==> src/rtl/cam_pkg.sv <==
// Shared constants, state encoding and FIFO entry type for the camera bit deserializer.
package cam_pkg;

   localparam int unsigned CAM_WORD_W          = 32;
   localparam int unsigned CAM_CNT_W           = 14;
   localparam int unsigned CAM_FRAME_BITS_DFLT = 15440;
   localparam int unsigned CAM_WORDS_PER_FRAME =
      (CAM_FRAME_BITS_DFLT + CAM_WORD_W - 1) / CAM_WORD_W;

   typedef enum logic {
      StIdle    = 1'b0,
      StCapture = 1'b1
   } cam_state_e;

   typedef struct packed {
      logic                  last;
      logic [CAM_WORD_W-1:0] data;
   } cam_word_t;

endpackage

==> src/rtl/cam_word_fifo.sv <==
// Small synchronous FIFO of {last, data} words; a push into a full FIFO is accepted only
// when a pop happens in the same cycle. No read bypass: a pushed word is visible next cycle.
module cam_word_fifo
   import cam_pkg::*;
#(
   parameter int unsigned Depth = 4
) (
   input  logic                   clk,
   input  logic                   rst_n,
   input  logic                   push_i,
   input  cam_word_t              wdata_i,
   input  logic                   pop_i,
   output cam_word_t              rdata_o,
   output logic                   full_o,
   output logic                   empty_o,
   output logic [$clog2(Depth):0] count_o
);

   localparam int unsigned PtrW = $clog2(Depth);
   localparam int unsigned CntW = PtrW + 1;

   cam_word_t           mem_q [Depth];
   logic [PtrW-1:0]     wr_ptr_q, wr_ptr_d;
   logic [PtrW-1:0]     rd_ptr_q, rd_ptr_d;
   logic [CntW-1:0]     count_q, count_d;
   logic                push_ok, pop_ok;

   assign full_o  = (count_q == CntW'(Depth));
   assign empty_o = (count_q == '0);
   assign count_o = count_q;

   assign pop_ok  = pop_i && !empty_o;
   assign push_ok = push_i && (!full_o || pop_ok);

   // Head forced to zero when empty so idle outputs match the reset values.
   assign rdata_o = empty_o ? '0 : mem_q[rd_ptr_q];

   always_comb begin
      wr_ptr_d = wr_ptr_q;
      rd_ptr_d = rd_ptr_q;
      count_d  = count_q;
      if (push_ok) wr_ptr_d = wr_ptr_q + PtrW'(1);
      if (pop_ok)  rd_ptr_d = rd_ptr_q + PtrW'(1);
      unique case ({push_ok, pop_ok})
         2'b10:   count_d = count_q + CntW'(1);
         2'b01:   count_d = count_q - CntW'(1);
         default: count_d = count_q;
      endcase
   end

   always_ff @(posedge clk or negedge rst_n) begin
      if (!rst_n) begin
         wr_ptr_q <= '0;
         rd_ptr_q <= '0;
         count_q  <= '0;
      end else begin
         wr_ptr_q <= wr_ptr_d;
         rd_ptr_q <= rd_ptr_d;
         count_q  <= count_d;
      end
   end

   always_ff @(posedge clk) begin
      if (push_ok) mem_q[wr_ptr_q] <= wdata_i;
   end

endmodule

==> src/rtl/cam_bit_deserializer.sv <==
// Packs the 1-bit camera stream into 32-bit words (first bit at [0]) and queues them for the
// NICE core, flagging frame ends, aborted frames and words dropped on a full FIFO.
module cam_bit_deserializer
   import cam_pkg::*;
#(
   parameter int unsigned FRAME_BITS = 15440,
   parameter int unsigned FIFO_DEPTH = 4
) (
   input  logic                  clk,
   input  logic                  rst_n,
   input  logic                  en,
   input  logic                  i_cam_data,
   output logic                  o_word_valid,
   output logic [CAM_WORD_W-1:0] o_word_data,
   output logic                  o_word_last,
   input  logic                  i_word_ready,
   output logic                  o_frame_done,
   output logic                  o_abort,
   output logic                  o_ovf,
   input  logic                  i_ovf_clr,
   output logic [CAM_CNT_W-1:0]  o_bit_cnt
);

   localparam int unsigned          FifoCntW = $clog2(FIFO_DEPTH) + 1;
   localparam logic [CAM_CNT_W-1:0] LastIdx  = CAM_CNT_W'(FRAME_BITS - 1);

   cam_state_e             state_q, state_d;
   logic [CAM_CNT_W-1:0]   bit_cnt_q, bit_cnt_d;
   logic [CAM_WORD_W-1:0]  pack_q, pack_d;
   logic                   frame_done_q, frame_done_d;
   logic                   abort_q, abort_d;
   logic                   ovf_q, ovf_d;

   logic                   sample;
   logic                   push;
   logic                   pop;
   logic                   is_last;
   logic [4:0]             bit_idx;
   logic [CAM_WORD_W-1:0]  cur_word;
   cam_word_t              push_word;
   cam_word_t              head_word;
   logic                   fifo_full;
   logic                   fifo_empty;
   logic [FifoCntW-1:0]    fifo_cnt;

   assign bit_idx  = bit_cnt_q[4:0];
   assign is_last  = (bit_cnt_q == LastIdx);
   assign cur_word = pack_q | (CAM_WORD_W'(i_cam_data) << bit_idx);

   always_comb begin
      state_d      = state_q;
      bit_cnt_d    = bit_cnt_q;
      pack_d       = pack_q;
      frame_done_d = 1'b0;
      abort_d      = 1'b0;
      sample       = 1'b0;
      push         = 1'b0;
      push_word    = '0;

      unique case (state_q)
         StIdle: begin
            if (en) begin
               state_d = StCapture;
               sample  = 1'b1;
            end
         end
         StCapture: begin
            if (en) begin
               sample = 1'b1;
            end else begin
               // Dropping en right after a frame end is not an abort: nothing was captured.
               state_d   = StIdle;
               bit_cnt_d = '0;
               pack_d    = '0;
               abort_d   = (bit_cnt_q != '0);
            end
         end
         default: state_d = StIdle;
      endcase

      if (sample) begin
         if ((bit_idx == 5'd31) || is_last) begin
            push           = 1'b1;
            push_word.data = cur_word;
            push_word.last = is_last;
            pack_d         = '0;
         end else begin
            pack_d = cur_word;
         end
         if (is_last) begin
            bit_cnt_d    = '0;
            frame_done_d = 1'b1;
         end else begin
            bit_cnt_d = bit_cnt_q + CAM_CNT_W'(1);
         end
      end
   end

   assign pop = o_word_valid && i_word_ready;

   // Set wins over clear.
   always_comb begin
      ovf_d = ovf_q;
      if (i_ovf_clr) ovf_d = 1'b0;
      if (push && fifo_full && !pop) ovf_d = 1'b1;
   end

   always_ff @(posedge clk or negedge rst_n) begin
      if (!rst_n) begin
         state_q      <= StIdle;
         bit_cnt_q    <= '0;
         pack_q       <= '0;
         frame_done_q <= 1'b0;
         abort_q      <= 1'b0;
         ovf_q        <= 1'b0;
      end else begin
         state_q      <= state_d;
         bit_cnt_q    <= bit_cnt_d;
         pack_q       <= pack_d;
         frame_done_q <= frame_done_d;
         abort_q      <= abort_d;
         ovf_q        <= ovf_d;
      end
   end

   cam_word_fifo #(
      .Depth (FIFO_DEPTH)
   ) u_fifo (
      .clk     (clk),
      .rst_n   (rst_n),
      .push_i  (push),
      .wdata_i (push_word),
      .pop_i   (pop),
      .rdata_o (head_word),
      .full_o  (fifo_full),
      .empty_o (fifo_empty),
      .count_o (fifo_cnt)
   );

   fifo_full_matches_count : assert property (@(posedge clk) disable iff (!rst_n)
      fifo_full == (fifo_cnt == FifoCntW'(FIFO_DEPTH)));

   assign o_word_valid = !fifo_empty;
   assign o_word_data  = head_word.data;
   assign o_word_last  = head_word.last;
   assign o_frame_done = frame_done_q;
   assign o_abort      = abort_q;
   assign o_ovf        = ovf_q;
   assign o_bit_cnt    = bit_cnt_q;

endmodule

==> config.mk <==
export PLATFORM = sky130hd
export DESIGN_NAME = cam_bit_deserializer
export DESIGN_NICKNAME = d
export VERILOG_FILES = /design/src/rtl/cam_pkg.sv /design/src/rtl/cam_word_fifo.sv /design/src/rtl/cam_bit_deserializer.sv
export SDC_FILE = /design/constraint.sdc
export NUM_CORES = 1
export LEC_CHECK = 0
export BUFFER_PORTS_ARGS = -buffer_cell sky130_fd_sc_hd__buf_4
export CAP_MARGIN = 20
export CORE_UTILIZATION = 25
export DETAILED_ROUTE_END_ITERATION = 16
export PLACE_DENSITY = 0.47
export SYNTH_ARGS = -nofsm -noshare
export SYNTH_HDL_FRONTEND = slang
export SYNTH_SLANG_ARGS = --single-unit
==> constraint.sdc <==
create_clock -name clk -period 4.7 [get_ports clk]
set_input_delay 0.47 -clock clk [delete_from_list [all_inputs] [get_ports clk]]
set_output_delay 0.47 -clock clk [all_outputs]
set_load 0.02 [all_outputs]
==> key figures, run 1 <==
Outcome
  – Status: completed

Layout
  – Final #Nets: between 600 and 700
  – Fill cells: 3151
  – # diodes: 0
  – Share of cells above drive strength 1: 0.2277
  – Area grow syn2layout: 19.17%
  – Post-route design area: between 9000 and 10000 µm²

Clock tree
  – CTS Buffer Depth: 2
  – Num CTS Buffers: 17
  – Clk_lat worst skew: approximately 0.43 ns
  – H-tree Lvls: 4
  – CTS tree: built
  – Number of setup buffers added after CTS: 0
  – Root Driver: clkbuf_16
  – Cts repair resizes: 0
  – Clk slew on worst S/H paths: 0.07 ns
  – # clock sinks: approximately 190
  – Hold Buf Count CTS: 0

STA
  – Slew @ Worst Pin: 1.129 ns
  – Final-report hold violation count: 0
  – Slew HR: 0.2415
  – Min Clock Period, post-route: about 3.4 ns
  – Setup violators final: 0
  – Tcrit/Tclk final: 0.7270
  – Final slew viol count: 0
  – Setup TNS: 0 ns
  – RSZ-0062 raised after global routing: no
  – Worst Skew: around 0.014 ns
  – Fmax: a little under 300 MHz

Worst setup path
  – R2R Setup Slk: roughly 1.3 ns
  – Reg2reg end: u_fifo.mem_q[2][11]
  – R2R Path Start: o_bit_cnt[1]
  – Largest fanout on the critical path: between 40 and 50
  – Crit path launch: o_bit_cnt[1]
  – Worst EP required: approximately 4.8 ns
  – CP Data Arrival Time: about 3.5 ns
  – Type of the worst setup path: register to register
  – CP endpoint: u_fifo.mem_q[2][11]
  – Crit. End Element: register
  – Worst Reg2Reg Path Length in Cells: 8
  – Startpoint class of the critical path: register

Routing
  – Drt drc: 0
  – DR vias/cell: 4.634
  – Via count: 4773
  – Final ANT Viol Nets: 0
  – DR iter-0 viols: ~320
  – WL per Instance: around 18 µm
  – Total iterations of the first detailed-routing run: 5
  – WL final: 18.72 mm

Global route
  – First-pass GRT wire length: just under 30 mm
  – GRT overflow: 0
  – Largest net degree at the start of global routing: 58
  – Initial antenna violation count: 0
  – Vias in the first global route: between 4000 and 5000
  – GRT Resource Usage Total: 0.1183

Floorplanning
  – Row Count: between 60 and 70
  – Core ar.: 31470 µm²
  – Die width: between 150 and 200 µm
  – IO Pins: 57
  – Starting Density: 0.2540
  – Die area: about 33000 µm²
  – Die Ht: approximately 180 µm

Synthesis
  – Top cell type's share of synthesized area: 0.4958
  – Synth unique cells: 48
  – Seq/Total Area, Yosys: 0.6742
  – Mapped Area: 7995 µm²
  – Syn nets: 569
  – EDFF count, synth: ~130
  – Syn Inst Count: between 500 and 600
  – Avg Inst Size Synth: 14.38 µm²
  – Yosys top cell by area: edfxtp_1
  – Top-count cell post-synth: edfxtp_1
  – Seq cells post-synth: 189
  – Synth top cells by count: edfxtp_1 (132), nor2_1 (75), dfrtp_1 (57), a21oi_1 (49), and2_1 (41)
  – Synth top area cells: edfxtp_1 (50%), dfrtp_1 (18%), mux4_2 (9.3%), nor2_1 (3.5%), and2_1 (3.2%)
  – YS warnings: 0
  – Prevailing post-synth register cell: edfxtp_1
  – Asr flop ratio synth: 0.3016

Hold path
  – Worst hold path type: input port to async pin

Job
  – Max Cap Violations: 0

Place
  – Placer Congestion: slightly above 0.8
  – Post-DP HPWL: 12.11 mm
  – Post-place instance area: 8895 µm²
  – PortBufs: 56

Pwr
  – Part of the power in registers: 0.481
  – Comb pwr share: 0.154
  – Switch share: 0.2836
  – Clock power frac: 0.365
  – Psw: about 1.1 mW
  – Max VDD drop: ~0.23 mV
  – Internal power: 2.827 mW
  – Pwr/cell area: between 400 and 500 nW/µm²
  – P_leak: about 3.8 nW
==> flip-flops by register name, summed over array words and instances, names as in the netlist, 2 cells and up <==
| signal | cells |
|---|---|
| u_fifo.count_o | 3 |
| u_fifo.rd_ptr_q | 2 |
| o_bit_cnt | 14 |
| u_fifo.mem_q | 132 |
| u_fifo.wr_ptr_q | 2 |
| pack_q | 32 |
==> layer usage <==
| metal | part of all wire | global-route usage | vias to the layer above |
|---|---|---|---|
| li1 | - | - | 2200 |
| met3 | 0.042 | 0.02963 | 15 |
| met2 | 0.48 | 0.1876 | 108 |
| met4 | 0.016 | 0.03487 | 0 |
| met5 | 0 | 0 | - |
| met1 | 0.46 | 0.1595 | 2450 |
==> critical path, stage by stage (launching register included) <==
cell and delay [ns]:
dfrtp_1 0.53, ha_1 0.31, nand4_2 0.21, nor4_2 0.52
o21ai_2 0.07, buf_4 0.29, and2b_1 0.36, and2_1 0.26
buf_4 0.47
==> logic make-up after synthesis <==
| group | count (synthesis) | synth area share |
|---|---|---|
| AND/OR/NAND/NOR | 179 | 0.1128 |
| multiplexers | 38 | 0.09937 |
| XOR/XNOR | 5 | 0.005477 |
| flip-flops | 189 | 0.6742 |
| buffers and inverters | 39 | 0.02019 |
| adder cells (fa/ha/maj) | 7 | 0.01189 |
| AO/OA/AOI/OAI | 99 | 0.07606 |
==> how the worst min path moves through the flow <==
stage                 end  slack (ns)
6_report            o_ovf        0.12
5_1_grt        pack_q[19]        0.17
4_1_cts        pack_q[31]        0.15
3_5_place_dp   pack_q[22]        0.48
3_3_place_gp    pack_q[6]        0.48
2_1_floorplan     o_abort        0.17
==> power by group through the flow <==
stage          Combinational (mW)  Sequential [mW]  Clock, mW
6_report                    0.606             1.90       1.44
5_1_grt                     0.665             1.91       1.55
4_1_cts                     0.553             1.95       1.48
3_5_place_dp                0.552             1.98          0
3_3_place_gp                0.530             1.98          0
2_1_floorplan               0.446             1.88          0
==> area by class of cell <==
class	instances	area (µm²)	area share
clock buffers	18	429.2	0.04504
clock inverters	14	171.4	0.01799
inverters	9	33.78	0.003546
multi-input cells	328	2444	0.2565
flip-flops and latches	189	5391	0.5659
well taps	402	503.0	0.05279
repair buffers	70	555.5	0.05831
==> placed cells by master (no fill, tap or decap), drive strengths merged, types with 11 or more instances in the layout <==
master | Yosys | layout
buf | 11 | 69
edfxtp | 132 | 132
mux4 | 33 | 33
nand2 | 13 | 13
a21oi | 49 | 49
a22o | 11 | 11
clkbuf | 19 | 19
nor2 | 76 | 76
inv | 9 | 15
and2 | 42 | 42
dfrtp | 57 | 57
o21ai | 21 | 21
==> per-stage QoR <==
stage	hold WS [ns]	setup WS (ns)	total power, mW	util	instances
2_1_floorplan	0.1744	1.608	2.325	-	556
3_3_place_gp	0.4771	1.420	2.509	0.2815	993
3_5_place_dp	0.4821	1.302	2.536	0.2826	995
4_1_cts	0.1455	1.281	3.981	0.3017	1027
5_1_grt	0.1676	1.054	4.125	0.3027	1030
6_report	0.1179	1.283	3.947	0.3027	1030
No activity file was read; power rests on OpenSTA's default activity.
==> run 2: changes to the inputs <==
- clock period: 4.7 -> 3.2 ns (I/O delays scaled with it)
==> run 2 against run 1 <==
Effect of this change:
- the run now ends with DRC left
- sequential share of layout area is 0.55 points lower
- critical path depth grew 1
- setup slack worse by 1.1 ns
- count of clock-buffer cells in the layout unchanged
- combinational power is 45% higher
- clock skew about the same
- routed wire length is 2.8% lower
- fmax grew 15%
- first-iteration DRC count rose by 3.8%
- global-route usage fell by 0.20 points
- via count increased by 0.46%
- cell count up 0.87%
- largest cell class unchanged
==> key figures, run 2 (synthesis results as in run 1) <==
Worst setup path
  – Worst Reg2Reg Path Length in Cells: 9
  – Crit path launch: o_bit_cnt[0]
  – Type of the worst setup path: register to register
  – R2R Setup Slk: roughly 0.23 ns
  – CP Buf/Inv Count: 0
  – Critical path cell sequence: ha_1 > nand4_2 > nor4_4 > o21ai_2 > nor2b_1 > fa_1 > nand3b_1 > mux2i_1 > a211o_1
  – Startpoint class of the critical path: register
  – Slowest CP cell: dfrtp_1
  – Crit-path leading delay family: simple AND/OR/NAND/NOR gates
  – Reg2reg end: u_fifo.count_o[1]
  – Worst EP required: roughly 3.5 ns
  – Number of cells on the critical path: 9
  – Largest fanout on the critical path: 11
  – CP endpoint: u_fifo.count_o[1]
  – Crit. End Element: register
  – CP Data Arrival Time: around 3.3 ns
  – R2R Path Start: o_bit_cnt[0]
  – Worst path max stage delay: approximately 0.48 ns

Global route
  – GRT overflow: 0
  – GRT Resource Usage Total: 0.1164
  – Initial antenna violation count: 0
  – Largest net degree at the start of global routing: 58
  – Vias in the first global route: approximately 5000
  – First-pass GRT wire length: 28.95 mm

STA
  – Setup violators final: 0
  – Setup TNS: 0 ns
  – Fmax: between 300 and 400 MHz
  – Min Clock Period, post-route: between 2 and 3 ns
  – RSZ-0062 raised after global routing: no
  – Tcrit/Tclk final: 0.9289
  – Slew HR: 0.3126
  – Final slew viol count: 0
  – Final WS setup: approximately 0.23 ns
  – Slew @ Worst Pin: about 1.0 ns
  – Worst Skew: 0.01332 ns
  – Final-report hold violation count: 0

Clock tree
  – CTS tree: built
  – # clock sinks: ~190
  – Num CTS Buffers: 17
  – Number of setup buffers added after CTS: 0
  – CTS Buffer Depth: 2
  – Clk_lat worst skew: 0.43 ns
  – Root Driver: clkbuf_16
  – H-tree Lvls: 4
  – Clk slew on worst S/H paths: roughly 0.07 ns

Layout
  – Area grow syn2layout: 20.34%
  – Post-route design area: between 9000 and 10000 µm²
  – # diodes: 0
  – Reg area: about 5400 µm²
  – Share of cells above drive strength 1: 0.2370
  – Final #Nets: about 640
  – Largest register FFs: about 130
  – Multi-input logic area: about 2500 µm²
  – Most common cell after layout, fill and taps aside: edfxtp_1
  – Fin cells: between 1000 and 1500
  – Most frequent cells in the layout: edfxtp_1 (132), nor2_1 (75), buf_4 (73), dfrtp_1 (56), a21oi_1 (49)
  – Largest register by flop count: u_fifo.mem_q
  – Fill cells: a little over 3000

Routing
  – Via count: 4795
  – Total iterations of the first detailed-routing run: 10
  – Drt drc: 2
  – DR vias/cell: 4.615
  – WL per Instance: ~18 µm
  – Final ANT Viol Nets: 0
  – WL final: between 15 and 20 mm
  – DR iter-0 viols: approximately 330

Floorplanning
  – Die area: roughly 33000 µm²
  – Die width: roughly 180 µm
  – Starting Density: 0.2540
  – Die Ht: approximately 180 µm
  – Core ar.: ~31000 µm²
  – Row Count: 65
  – IO Pins: between 50 and 60

Hold path
  – Worst hold path type: input port to register

Place
  – Cells after DPL: roughly 1000
  – Place WS: ~0.26 ns
  – PortBufs: 56
  – Post-DP HPWL: 11.67 mm
  – Post-place instance area: between 9000 and 10000 µm²
  – Placer Congestion: ~0.82

Pwr
  – P_leak: approximately 3.8 nW
  – Max VDD drop: ~0.36 mV
  – Pwr/cell area: slightly below 600 nW/µm²

Job
  – Max Cap Violations: 0

Outcome
  – Status: finished, violations left
  – Violated checks: DRC
-- run 2: changes by cell type in the layout (fill, tap and decap cells not counted), sizes merged --
cell | previous run | this run
buf | 69 | 78
clkbuf | 19 | 18
clkinv | 5 | 4
clkinvlp | 2 | 3
dlygate4sd3 | 0 | 1
-- run 2: layout make-up --
class,count,area share
flip-flops and latches,189,0.5603
multi-input cells,328,0.2549
repair buffers,79,0.06840
well taps,402,0.05228
clock buffers,18,0.04460
clock inverters,14,0.01599
inverters,9,0.003511
-- run 2: through the flow --
step | hold WS, ns | utilization | power (mW)
4_1_cts | 0.07809 | 0.3052 | 5.802
2_1_floorplan | 0.02441 | - | 3.415
3_5_place_dp | 0.4525 | 0.2863 | 3.739
5_1_grt | 0.08855 | 0.3057 | 5.971
3_3_place_gp | 0.4311 | 0.2863 | 3.728
6_report | 0.09729 | 0.3057 | 5.723
-- run 2: metal layers --
metal / wire length, µm / track usage / up-vias
li1: - / - / 2219
met2: 9055 / 0.1898 / 122
met3: 916 / 0.03044 / 9
met1: 8082 / 0.1528 / 2445
met5: 0 / 0 / -
met4: 135 / 0.03111 / 0
-- run 2: how the worst min path moves through the flow --
stage	endpoint	from	slack (ns)	cells past startpoint
final	o_ovf	i_ovf_clr	0.1	2
after global routing	o_ovf	i_ovf_clr	0.09	2
after CTS	o_ovf	i_ovf_clr	0.08	2
after detailed placement	o_ovf	rst_n	0.45	1
after global placement	o_ovf	rst_n	0.43	1
after floorplan	o_abort	rst_n	0.02	0
-- run 2: what timing repair did --
action,4_1_cts,5_1_grt
endpoints found under the hold margin,33,0
setup endpoints to repair,0,1
resized for setup,0,1
hold buffers,1,0
-- run 2: where the power goes --
part | switching [mW] | total (mW) | internal (mW)
Clock | 0.958 | 2.06 | 1.11
Combinational | 0.514 | 0.879 | 0.366
Sequential | 0.132 | 2.78 | 2.65
==> run 3: changes to the inputs <==
- PLACE_DENSITY: 0.47 -> unset
- PLACE_DENSITY_LB_ADDON: unset -> 0.25
- SKIP_CTS_REPAIR_TIMING: unset -> 1
==> run 3 against run 2 <==
Effect of this change:
- the flow finishes with violations (hold timing)
- worst hold slack got worse by 0.13 ns
- routed wire length barely moved
- non-clock buffer count fell by 4
- sequential cell count did not move
- core utilization fell by 0.16 points
- clock skew fell by 0.0015 ns
- register-to-register slack improved by 0.05 ns
- global-route usage fell by 0.12 points
- via count rose by 0.33%
- combinational power rose by 4.0%
- count of clock-buffer cells in the layout did not move
- largest power group unchanged
==> key figures, run 3 (synthesis results as in run 1) <==
Outcome
  – Status: finished, violations left
  – Violated checks: hold timing

Place
  – Place WS: approximately 0.3 ns
  – PortBufs: between 50 and 60
  – Cells after DPL: between 1000 and 1500
  – Post-DP HPWL: roughly 12 mm
  – Post-place instance area: between 8000 and 9000 µm²
  – Placer Congestion: approximately 0.8

Pwr
  – Max VDD drop: between 0.3 and 0.4 mV
  – Power Total: 5.719 mW
  – Pwr/cell area: about 600 nW/µm²
  – P_leak: about 3.8 nW

STA
  – Final WS setup: roughly 0.28 ns
  – Min Clock Period, post-route: slightly below 3 ns
  – WHS: -0.03564 ns
  – RSZ-0062 raised after global routing: no
  – Final slew viol count: 0
  – Fmax: 342.0 MHz
  – Worst Skew: approximately 0.012 ns
  – Setup TNS: 0 ns
  – Slew HR: 0.2767
  – Setup violators final: 0
  – Final-report hold violation count: 41
  – Slew @ Worst Pin: approximately 1.1 ns
  – Tcrit/Tclk final: 0.9138

Layout
  – Post-route design area: roughly 9600 µm²
  – Fin cells: just over 1000
  – Most frequent cells in the layout: edfxtp_1 (132), nor2_1 (75), buf_4 (70), dfrtp_1 (56), a21oi_1 (49)
  – Fin util: 0.3041
  – Final #Nets: about 630
  – Most common cell after layout, fill and taps aside: edfxtp_1
  – # diodes: 0
  – Area grow syn2layout: 19.70%
  – Share of cells above drive strength 1: 0.2306
  – Largest register FFs: roughly 130
  – Fill cells: roughly 3100
  – Largest register by flop count: u_fifo.mem_q

Routing
  – DR iter-0 viols: 357
  – Via count: around 4800
  – Total iterations of the first detailed-routing run: 6
  – WL per Instance: roughly 18 µm
  – DR vias/cell: between 4 and 5
  – Drt drc: 0
  – Final ANT Viol Nets: 0
  – WL final: around 18 mm

Global route
  – GRT Resource Usage Total: 0.1152
  – GRT met1 Usage: 0.1495
  – Met3 Use GR: 0.02641
  – First-pass GRT wire length: between 20 and 30 mm
  – Largest net degree at the start of global routing: between 50 and 60
  – GRT overflow: 0
  – Met2 usage: 0.1912
  – Vias in the first global route: 5010
  – Initial antenna violation count: 0
  – Gr busiest metal: met2

Clock tree
  – Root Driver: clkbuf_16
  – Num CTS Buffers: 17
  – H-tree Lvls: 4
  – # clock sinks: between 150 and 200
  – Clk_lat worst skew: roughly 0.42 ns
  – CTS Buffer Depth: 2
  – CTS tree: built
  – Clk slew on worst S/H paths: 0.07 ns

Worst setup path
  – Crit path launch: o_bit_cnt[0]
  – Number of cells on the critical path: 9
  – Worst path max stage delay: 0.50 ns
  – Type of the worst setup path: register to register
  – Largest fanout on the critical path: 11
  – Slowest CP cell: fa_1
  – Critical path cell sequence: ha_1 > nand4_2 > nor4_2 > o21ai_2 > nor2b_1 > fa_1 > nand3b_1 > mux2i_1 > a211o_1
  – Startpoint class of the critical path: register
  – Crit-path leading delay family: simple AND/OR/NAND/NOR gates
  – Worst Reg2Reg Path Length in Cells: 9
  – Worst EP required: approximately 3.5 ns
  – Crit. End Element: register
  – CP Buf/Inv Count: 0
  – CP Data Arrival Time: 3.23 ns
  – R2R Path Start: o_bit_cnt[0]

Floorplanning
  – Die width: between 150 and 200 µm
  – Die Ht: around 180 µm
  – IO Pins: 57
  – Row Count: 65
  – Core ar.: 31470 µm²
  – Starting Density: 0.2540
  – Die area: between 30000 and 40000 µm²

Hold path
  – Worst hold path type: input port to async pin

Job
  – Max Cap Violations: 0
run 3: path summary, 6_finish.rpt:
path,slack (ns),to
setup / recovery,0.28,u_fifo.count_o[1]
hold / removal,-0.04,o_ovf
setup reg to reg,0.28,u_fifo.count_o[1]
hold reg to reg,0.47,u_fifo.rd_ptr_q[1]
max in group asynchronous,2.69,u_fifo.rd_ptr_q[0]
min in group clk,0.10,o_ovf
run 3: layout make-up:
type,count,area (µm²),area share
Timing Repair Buffer,75,625.6,0.06537
Inverter,9,33.78,0.003530
Tap cell,402,503.0,0.05256
Sequential cell,189,5391,0.5633
Multi-Input combinational cell,328,2444,0.2553
Clock buffer,18,429.2,0.04484
Clock inverter,14,143.9,0.01503
run 3: report_power, final:
group / total, mW / switching, mW / internal [mW]
Clock: 2.05 / 0.896 / 1.15
Sequential: 2.76 / 0.106 / 2.65
Combinational: 0.914 / 0.545 / 0.368
Total: 5.72 / 1.55 / 4.17
run 3: routing by layer:
metal,up-vias,part of all wire
met2,140,0.49
li1,2214,-
met4,0,0.011
met5,-,0
met1,2446,0.45
met3,11,0.044
